`config.mk`:
```
export PLATFORM = sky130hd
export DESIGN_NAME = rom_stream_reader
export DESIGN_NICKNAME = d
export VERILOG_FILES = /design/src/rtl/rom_stream_reader.sv
export SDC_FILE = /design/constraint.sdc
export NUM_CORES = 1
export LEC_CHECK = 0
export CAP_MARGIN = 20
export CORE_UTILIZATION = 49
export CTS_CLUSTER_DIAMETER = 200
export CTS_CLUSTER_SIZE = 25
export DETAILED_ROUTE_END_ITERATION = 10
export MAX_ROUTING_LAYER = met4
export PLACE_DENSITY = 0.82
export SLEW_MARGIN = 10
export SYNTH_ARGS = -nofsm -noshare
export SYNTH_HDL_FRONTEND = slang
export SYNTH_SLANG_ARGS = --single-unit
export TNS_END_PERCENT = 30
```
`constraint.sdc`:
```
create_clock -name CK -period 2.2 [get_ports CK]
set_input_delay 0.66 -clock CK [delete_from_list [all_inputs] [get_ports CK]]
set_output_delay 0.66 -clock CK [all_outputs]
set_load 0.05 [all_outputs]
```
`src/rtl/rom_stream_reader.sv`:
```
// Streams a programmed burst of ROM words to a valid/ready consumer, hiding the
// ROM's one-cycle read latency behind a small credit-managed output FIFO.
module rom_stream_reader #(
  parameter int ADDR_W = 14,
  parameter int DATA_W = 24,
  parameter int DEPTH  = 4,
  parameter int LEN_W  = 15
) (
  input  logic              CK,
  input  logic              RST_N,
  input  logic              START,
  input  logic [ADDR_W-1:0] BASE,
  input  logic [LEN_W-1:0]  LEN,
  output logic              BUSY,
  output logic              DONE,
  output logic [ADDR_W-1:0] ROM_A,
  output logic              ROM_OE,
  input  logic [DATA_W-1:0] ROM_Q,
  output logic [DATA_W-1:0] OUT_DATA,
  output logic              OUT_VALID,
  input  logic              OUT_READY
);
  localparam int PW = (DEPTH > 1) ? $clog2(DEPTH) : 1;
  localparam int CW = $clog2(DEPTH + 1);

  typedef enum logic [1:0] {IDLE, RUN, DRAIN} state_t;

  state_t                       state_q;
  logic [ADDR_W-1:0]            addr_q;
  logic [LEN_W-1:0]             rem_q;
  logic                         inflight_q;
  logic                         done_q;
  logic [DEPTH-1:0][DATA_W-1:0] mem_q;
  logic [PW-1:0]                wptr_q, rptr_q;
  logic [CW-1:0]                cnt_q, cnt_d;

  logic          push, pop, issue;
  logic [CW:0]   credit;
  logic [PW-1:0] wptr_nx, rptr_nx;

  // Credit counts the word already on its way out of the ROM, so issue depends
  // only on registered state and never on OUT_READY.
  always_comb begin
    credit  = {1'b0, cnt_q} + {{CW{1'b0}}, inflight_q};
    issue   = (state_q == RUN) && (credit < (CW+1)'(DEPTH));
    push    = inflight_q;
    pop     = (cnt_q != '0) && OUT_READY;
    cnt_d   = cnt_q + CW'(push) - CW'(pop);
    wptr_nx = (wptr_q == PW'(DEPTH-1)) ? '0 : wptr_q + 1'b1;
    rptr_nx = (rptr_q == PW'(DEPTH-1)) ? '0 : rptr_q + 1'b1;
  end

  always_ff @(posedge CK or negedge RST_N) begin
    if (!RST_N) begin
      state_q    <= IDLE;
      addr_q     <= '0;
      rem_q      <= '0;
      inflight_q <= 1'b0;
      done_q     <= 1'b0;
      mem_q      <= '0;
      wptr_q     <= '0;
      rptr_q     <= '0;
      cnt_q      <= '0;
    end else begin
      done_q     <= 1'b0;
      inflight_q <= issue;
      cnt_q      <= cnt_d;
      if (push) begin
        mem_q[wptr_q] <= ROM_Q;
        wptr_q        <= wptr_nx;
      end
      if (pop) rptr_q <= rptr_nx;

      case (state_q)
        IDLE: begin
          if (START) begin
            if (LEN != '0) begin
              addr_q  <= BASE;
              rem_q   <= LEN;
              state_q <= RUN;
            end else begin
              done_q <= 1'b1;
            end
          end
        end
        RUN: begin
          if (issue) begin
            addr_q <= addr_q + 1'b1;
            rem_q  <= rem_q - 1'b1;
            if (rem_q == LEN_W'(1)) state_q <= DRAIN;
          end
        end
        DRAIN: begin
          // cnt_q == 0 also rules out a pop at this edge.
          if (!inflight_q && (cnt_q == '0)) begin
            state_q <= IDLE;
            done_q  <= 1'b1;
          end
        end
        default: state_q <= IDLE;
      endcase
    end
  end

  assign BUSY      = (state_q != IDLE);
  assign ROM_OE    = (state_q != IDLE);
  assign DONE      = done_q;
  assign ROM_A     = addr_q;
  assign OUT_DATA  = mem_q[rptr_q];
  assign OUT_VALID = (cnt_q != '0);

endmodule

```
==> results.yml, run 1 <==
outcome:
  outcome: "complete, but fails checks"
  violations: "negative setup slack"
cts:
  clk_latency_ps: 420
  post_cts_buffers: 0
  hold_buffers: 0
  clockBufferDepth: 2
  cts_tree: "done"
  cts_max_level: 4
  clkSinkCount: 136
  cts.clk_slew.worst_paths_ps: 60
  cts_made_buffers: 17
  cts_root_buffer: "clkbuf_16"
finish:
  design_area_um2: 8730
  multi_input_area_um2: 3120
  seq_area_um2: 3400
  antenna_cells: 0
  syn_to_final_growth_pct: 30.0
  nFillCells: 971
  drive_gt1_share_pct: 37.5
  finish.net_count: 717
  stdcell_count: 837
yosys:
  ys_ff_latch: 136
  synthFlopType: "dfrtp_1"
  synth_fp_nets: 601
  ys.warnings.count: 0
  syn_inst: 532
  seq_area_frac_synth_pct: 50.7
  synth_edf_count: 0
  synth-async-reset-ratio_pct: 100
  yosysUniqueCellTypes: 56
  syn_area_um2: 6720
  syn_avg_cell_area_um2: 12.6
critical_path:
  cp.arrival_ps: 1730
  critPathCaptureType: "output port"
  worstPathRequired_ps: 1540
  rr_endpoint: "cnt_q[2]"
  timing.rr.start: "cnt_q[0]"
  r2r_slack_ps: 80
  reg2regPathDepth: 9
  cp-startpoint: "rptr_q[0]"
  critPathMaxFanout: 13
  start_kind: "flop"
  crit_end: "OUT_DATA[5]"
  critPathKind: "flop to output port"
routing:
  antenna_left: 0
  drt-total-wl_mm: 15.7
  drt-pass1-iter-count: 5
  first_iter_violations: 361
  via_count: 5053
  wl_per_cell_um: 18.8
  drc: 0
  post_drt_via_cell_ratio: 6.04
placed_design:
  pre_cts_slack_ps: -245
  port_buffers: 98
  postPlaceCellArea_um2: 8020
  gp_congestion: 0.909
  dp_hpwl_mm: 10.3
  place_inst: 805
global_route:
  grt.overflow.total: 0
  grt_pass1_vias: 5160
  gr-usage-all-layers_pct: 24.4
  grt_pass1_wl_mm: 26.5
  antenna_found_initial: 0
  grt_max_degree: 54
power:
  vdd_ir_drop_max_uv: 675
  p_per_area_nw_per_um2: 1720
  p_leak_uw: 0.00365
floorplanning:
  core.rowCount: 42
  die_area_um2: 14200
  die_height_um: 119
  coreArea_um2: 13300
  io_pins: 99
  die_width_um: 119
  initial_core_util_pct: 50.5
timing:
  slew_headroom_pct: 66.5
  slew_violations: 0
  rsz0062_at_grt: "true"
  timing.final.ws_setup_ps: -188
  clock_skew_ps: 7.22
  worstMarginPinSlew_ps: 503
  finalHoldViolCount: 0
  min_period_ps: 2390
  finalCritPeriodShare_pct: 109
  finalSetupViolations: 24
  max_freq_mhz: 419
  hold_ws_ps: 197
run:
  drv_cap: 0
worst_hold_path:
  hold_path.class: "input port to async pin"
[flip-flops by register name, summed over array words and instances (netlist names)]
register	count
DONE	1
mem_q	96
wptr_q	2
inflight_q	1
rem_q	15
state_q	2
cnt_q	3
rptr_q	2
ROM_A	14
[final cells by class]
| class | count | area share (%) |
|---|---|---|
| inverter | 13 | 0.559 |
| sequential | 136 | 39.0 |
| multi-input combinational | 344 | 35.8 |
| timing repair buffer | 136 | 15.1 |
| clock inverter | 10 | 1.63 |
| clock buffer | 22 | 5.43 |
| tap | 176 | 2.52 |
[how the worst min path moves through the flow]
stage / start / end / slack [ps] / depth (start not counted)
5_1_grt: RST_N / mem_q[34] / 230 / 1
3_3_place_gp: rem_q[6] / rem_q[6] / 470 / 1
6_report: RST_N / mem_q[34] / 200 / 1
2_1_floorplan: RST_N / DONE / 360 / 0
4_1_cts: RST_N / mem_q[24] / 210 / 1
3_5_place_dp: rem_q[6] / rem_q[6] / 470 / 1
[placed cells by master (no fill, tap or decap), types with 7 or more instances in the layout]
cell / count
dfrtp_1: 135
inv_1: 12
nor2_1: 15
buf_4: 50
nand3_1: 9
nor4_1: 9
mux2_2: 97
o2bb2ai_1: 7
clkdlybuf4s50_1: 55
nand2_1: 29
a41oi_1: 13
clkbuf_16: 17
buf_6: 25
o21ai_0: 11
ha_1: 11
nand4_1: 8
mux4_2: 24
o22ai_1: 7
a21oi_1: 22
[cells by family (layout without fill, tap and decap cells)]
logic type / after synthesis / after routing / share of synthesized area [%]
adder cells (fa/ha/maj): 12 / 12 / 2.35
XOR/XNOR: 1 / 1 / 0.130
flip-flops: 136 / 136 / 50.7
AO/OA/AOI/OAI: 104 / 104 / 11.1
AND/OR/NAND/NOR: 105 / 105 / 8.24
multiplexers: 122 / 122 / 24.5
buffers and inverters: 52 / 181 / 3.06
[where the power goes]
group | internal (uW) | switching, uW
sequential | 3680 | 711
combinational | 3520 | 4200
clock | 1880 | 1040
[timing repair]
action	4_1_cts	5_1_grt
gates resized for setup	25	1
endpoints found under the setup margin	25	26
pin swaps	0	1
[critical path, cell delays in order, from the launching register on]
cell and delay [ps]:
dfrtp_2 400, buf_12 180, mux4_2 550, buf_6 180
[per-layer routing]
layer	track usage [%]	vias up	wire, um
met1	31.6	2551	6680
met4	6.41	0	171
met3	5.32	19	951
li1	-	2268	-
met2	39.1	215	7910
met5	-	-	0
[cells in the mapped netlist, drive strengths merged, types with 3 or more instances]
master / n / area (um^2)
a22o: 4 / 36.3
a21oi: 22 / 110
nor2: 15 / 56.3
nand3: 9 / 45.0
o31ai: 6 / 45.0
a31o: 3 / 26.3
dfrtp: 136 / 3400
a31oi: 5 / 31.3
mux2: 97 / 1090
o22ai: 7 / 43.8
nand2b: 4 / 25.0
clkbuf: 26 / 97.6
o41ai: 6 / 52.6
or3: 7 / 43.8
o2111ai: 5 / 43.8
mux4: 24 / 541
o2bb2ai: 7 / 61.3
nor4: 9 / 56.3
inv: 13 / 48.8
nor3: 5 / 25.0
nand2: 29 / 109
ha: 11 / 138
buf: 13 / 58.8
or2: 4 / 25.0
nand4: 8 / 50.1
o21ai: 12 / 60.1
or4: 6 / 48.8
a41oi: 13 / 114
[per-stage QoR]
step                      total power, uW  utilization [%]  setup TNS [ps]
after global routing                15800             65.6           -5180
after detailed placement            11800             60.3           -5150
after global placement              11400             60.3           -4140
after floorplan                      9510                -            -150
after CTS                           15100             65.6           -4370
final                               15000             65.6           -3820
Power figures use the tool's default switching activity.
==> inputs of run 2 (changes only) <==
--- a/config.mk
+++ b/config.mk
@@ -6,6 +6,7 @@
 export NUM_CORES = 1
 export LEC_CHECK = 0
 export CAP_MARGIN = 20
+export CORE_ASPECT_RATIO = 0.6
 export CORE_UTILIZATION = 49
 export CTS_CLUSTER_DIAMETER = 200
 export CTS_CLUSTER_SIZE = 25
==> run 2 against run 1 <==
- the run still ends with negative setup slack left
- clock power shrank 8.2%
- die area grew 0.11%
- utilization grew 3.7 points
- cell count grew 0.84%
- power grew 7.0%
- critical path type unchanged
- critical endpoint is now OUT_DATA[15]
==> results.yml, run 2 (same netlist as run 1, synthesis figures left out) <==
routing:
  drt-pass1-iter-count: 5
  first_iter_violations: 335
  wl_per_cell_um: 21.0
  route.met3.wl_mm: 1.52
  wl_met2_mm: 8.12
  wl_met1_mm: 7.79
  drc: 0
  post_drt_via_cell_ratio: 6.12
  via_count: 5162
  highest_layer: "met4"
  drt-total-wl_mm: 17.7
  antenna_left: 0
timing:
  finalCritPeriodShare_pct: 112
  worstMarginPinSlew_ps: 601
  finalHoldViolCount: 0
  rsz0062_at_grt: "true"
  finalSetupViolations: 24
  timing.final.ws_setup_ps: -260
  slew_headroom_pct: 59.6
  clock_skew_ps: 12.5
  min_period_ps: 2460
  max_freq_mhz: 407
  hold_ws_ps: 202
  slew_violations: 0
floorplanning:
  coreArea_um2: 13100
  die_height_um: 92.7
  io_pins: 99
  initial_core_util_pct: 51.3
  core.rowCount: 32
  die_area_um2: 14200
  die_width_um: 153
global_route:
  gr-usage-all-layers_pct: 27.5
  grt_max_degree: 37
  antenna_found_initial: 0
  grt.overflow.total: 0
  grt_pass1_vias: 5297
  grt_pass1_wl_mm: 28.8
cts:
  cts_max_level: 4
  cts_made_buffers: 17
  clk_latency_ps: 420
  clockBufferDepth: 2
  hold_buffers: 0
  clkSinkCount: 136
  cts_tree: "done"
  cts.clk_slew.worst_paths_ps: 70
  cts_root_buffer: "clkbuf_16"
critical_path:
  slowest_delay_ps: 560
  cp_slowest_cell: "mux4_2"
  critPathKind: "flop to output port"
  critPathCaptureType: "output port"
  critPathMaxFanout: 11
  worstPathRequired_ps: 1540
  reg2regPathDepth: 5
  worst_path_most_repeated_cell: "buf_12"
  rr_endpoint: "rem_q[13]"
  cp-startpoint: "rptr_q[0]"
  start_kind: "flop"
  path_cells: "buf_12 -> mux4_2 -> buf_12"
  cp.arrival_ps: 1800
  crit_end: "OUT_DATA[15]"
  timing.rr.start: "rem_q[5]"
  r2r_slack_ps: 10
placed_design:
  port_buffers: 98
  dp_hpwl_mm: 12.2
  gp_congestion: 0.921
finish:
  finish.utilization_pct: 69.3
  finish.net_count: 730
  drive_gt1_share_pct: 40.5
  final_common_cell: "dfrtp_1"
  antenna_cells: 0
  top_register: "mem_q"
  syn_to_final_growth_pct: 35.2
  final_cell_mix: "dfrtp_1, mux2_2, buf_4"
  largest_reg_flops: 96
worst_hold_path:
  hold_path.class: "input port to async pin"
power:
  p_per_area_nw_per_um2: 1770
  vdd_ir_drop_max_uv: 1070
  p_leak_uw: 0.00380
  power_uw: 16100
run:
  drv_cap: 0
outcome:
  violations: "negative setup slack"
  outcome: "complete, but fails checks"
-- run 2: cell count changes in the layout (fill, tap and decap cells not counted), sizes merged --
cell	delta
buf	+14
bufinv	-3
clkbuf	-5
clkdlybuf4s50	-2
clkinv	-3
clkinvlp	+4
dlygate4sd2	-1
dlymetal6s2s	+2
inv	+7
-- run 2: worst min path at each step --
stage / depth (start not counted) / startpoint / endpoint
4_1_cts: 1 / RST_N / rem_q[10]
2_1_floorplan: 0 / RST_N / DONE
3_5_place_dp: 1 / rem_q[6] / rem_q[6]
3_3_place_gp: 1 / rem_q[6] / rem_q[6]
5_1_grt: 1 / RST_N / rem_q[10]
6_report: 1 / RST_N / rem_q[10]
-- run 2: repair_timing --
item,in CTS,in global routing
setup endpoints to repair,41,58
pin swaps,1,4
buffers inserted,1,1
gates resized for setup,5,16
-- run 2: area by class of cell --
cell class	count	area, um^2
Multi-Input combinational cell	344	3180
Fill cell	898	4020
Sequential cell	136	3410
Inverter	13	48.8
Timing Repair Buffer	149	1670
Clock inverter	15	135
Clock buffer	17	425
Tap cell	170	213
-- run 2: layer usage --
layer  track usage (%)  vias to the layer above
met5                 -                        -
met4              8.92                        0
met3              8.80                       27
met2              39.1                      226
met1              37.2                     2602
li1                  -                     2307
-- run 2: worst max-delay path: cells and delay by family (launching register included) --
kind / cells / cell delay [ps]
DFF: 1 / 460
muxes: 1 / 560
buffers and inverters: 2 / 360
-- run 2: through the flow --
stage	instance area, um^2	std cells	TNS, ps	setup WS (ps)
after floorplan	6720	532	-150	-18.3
after global placement	8410	810	-7980	-332
after detailed placement	8410	810	-12930	-500
after CTS	9000	843	-6330	-291
after global routing	9080	844	-7080	-321
final	9080	844	-5510	-260
-- run 2: power breakdown --
| part | internal, uW | switching [uW] | leakage (uW) | total, uW |
|---|---|---|---|---|
| clock network | 1480 | 1200 | 0.000259 | 2680 |
| registers | 3680 | 762 | 0.00159 | 4440 |
| logic | 4470 | 4490 | 0.00195 | 8970 |
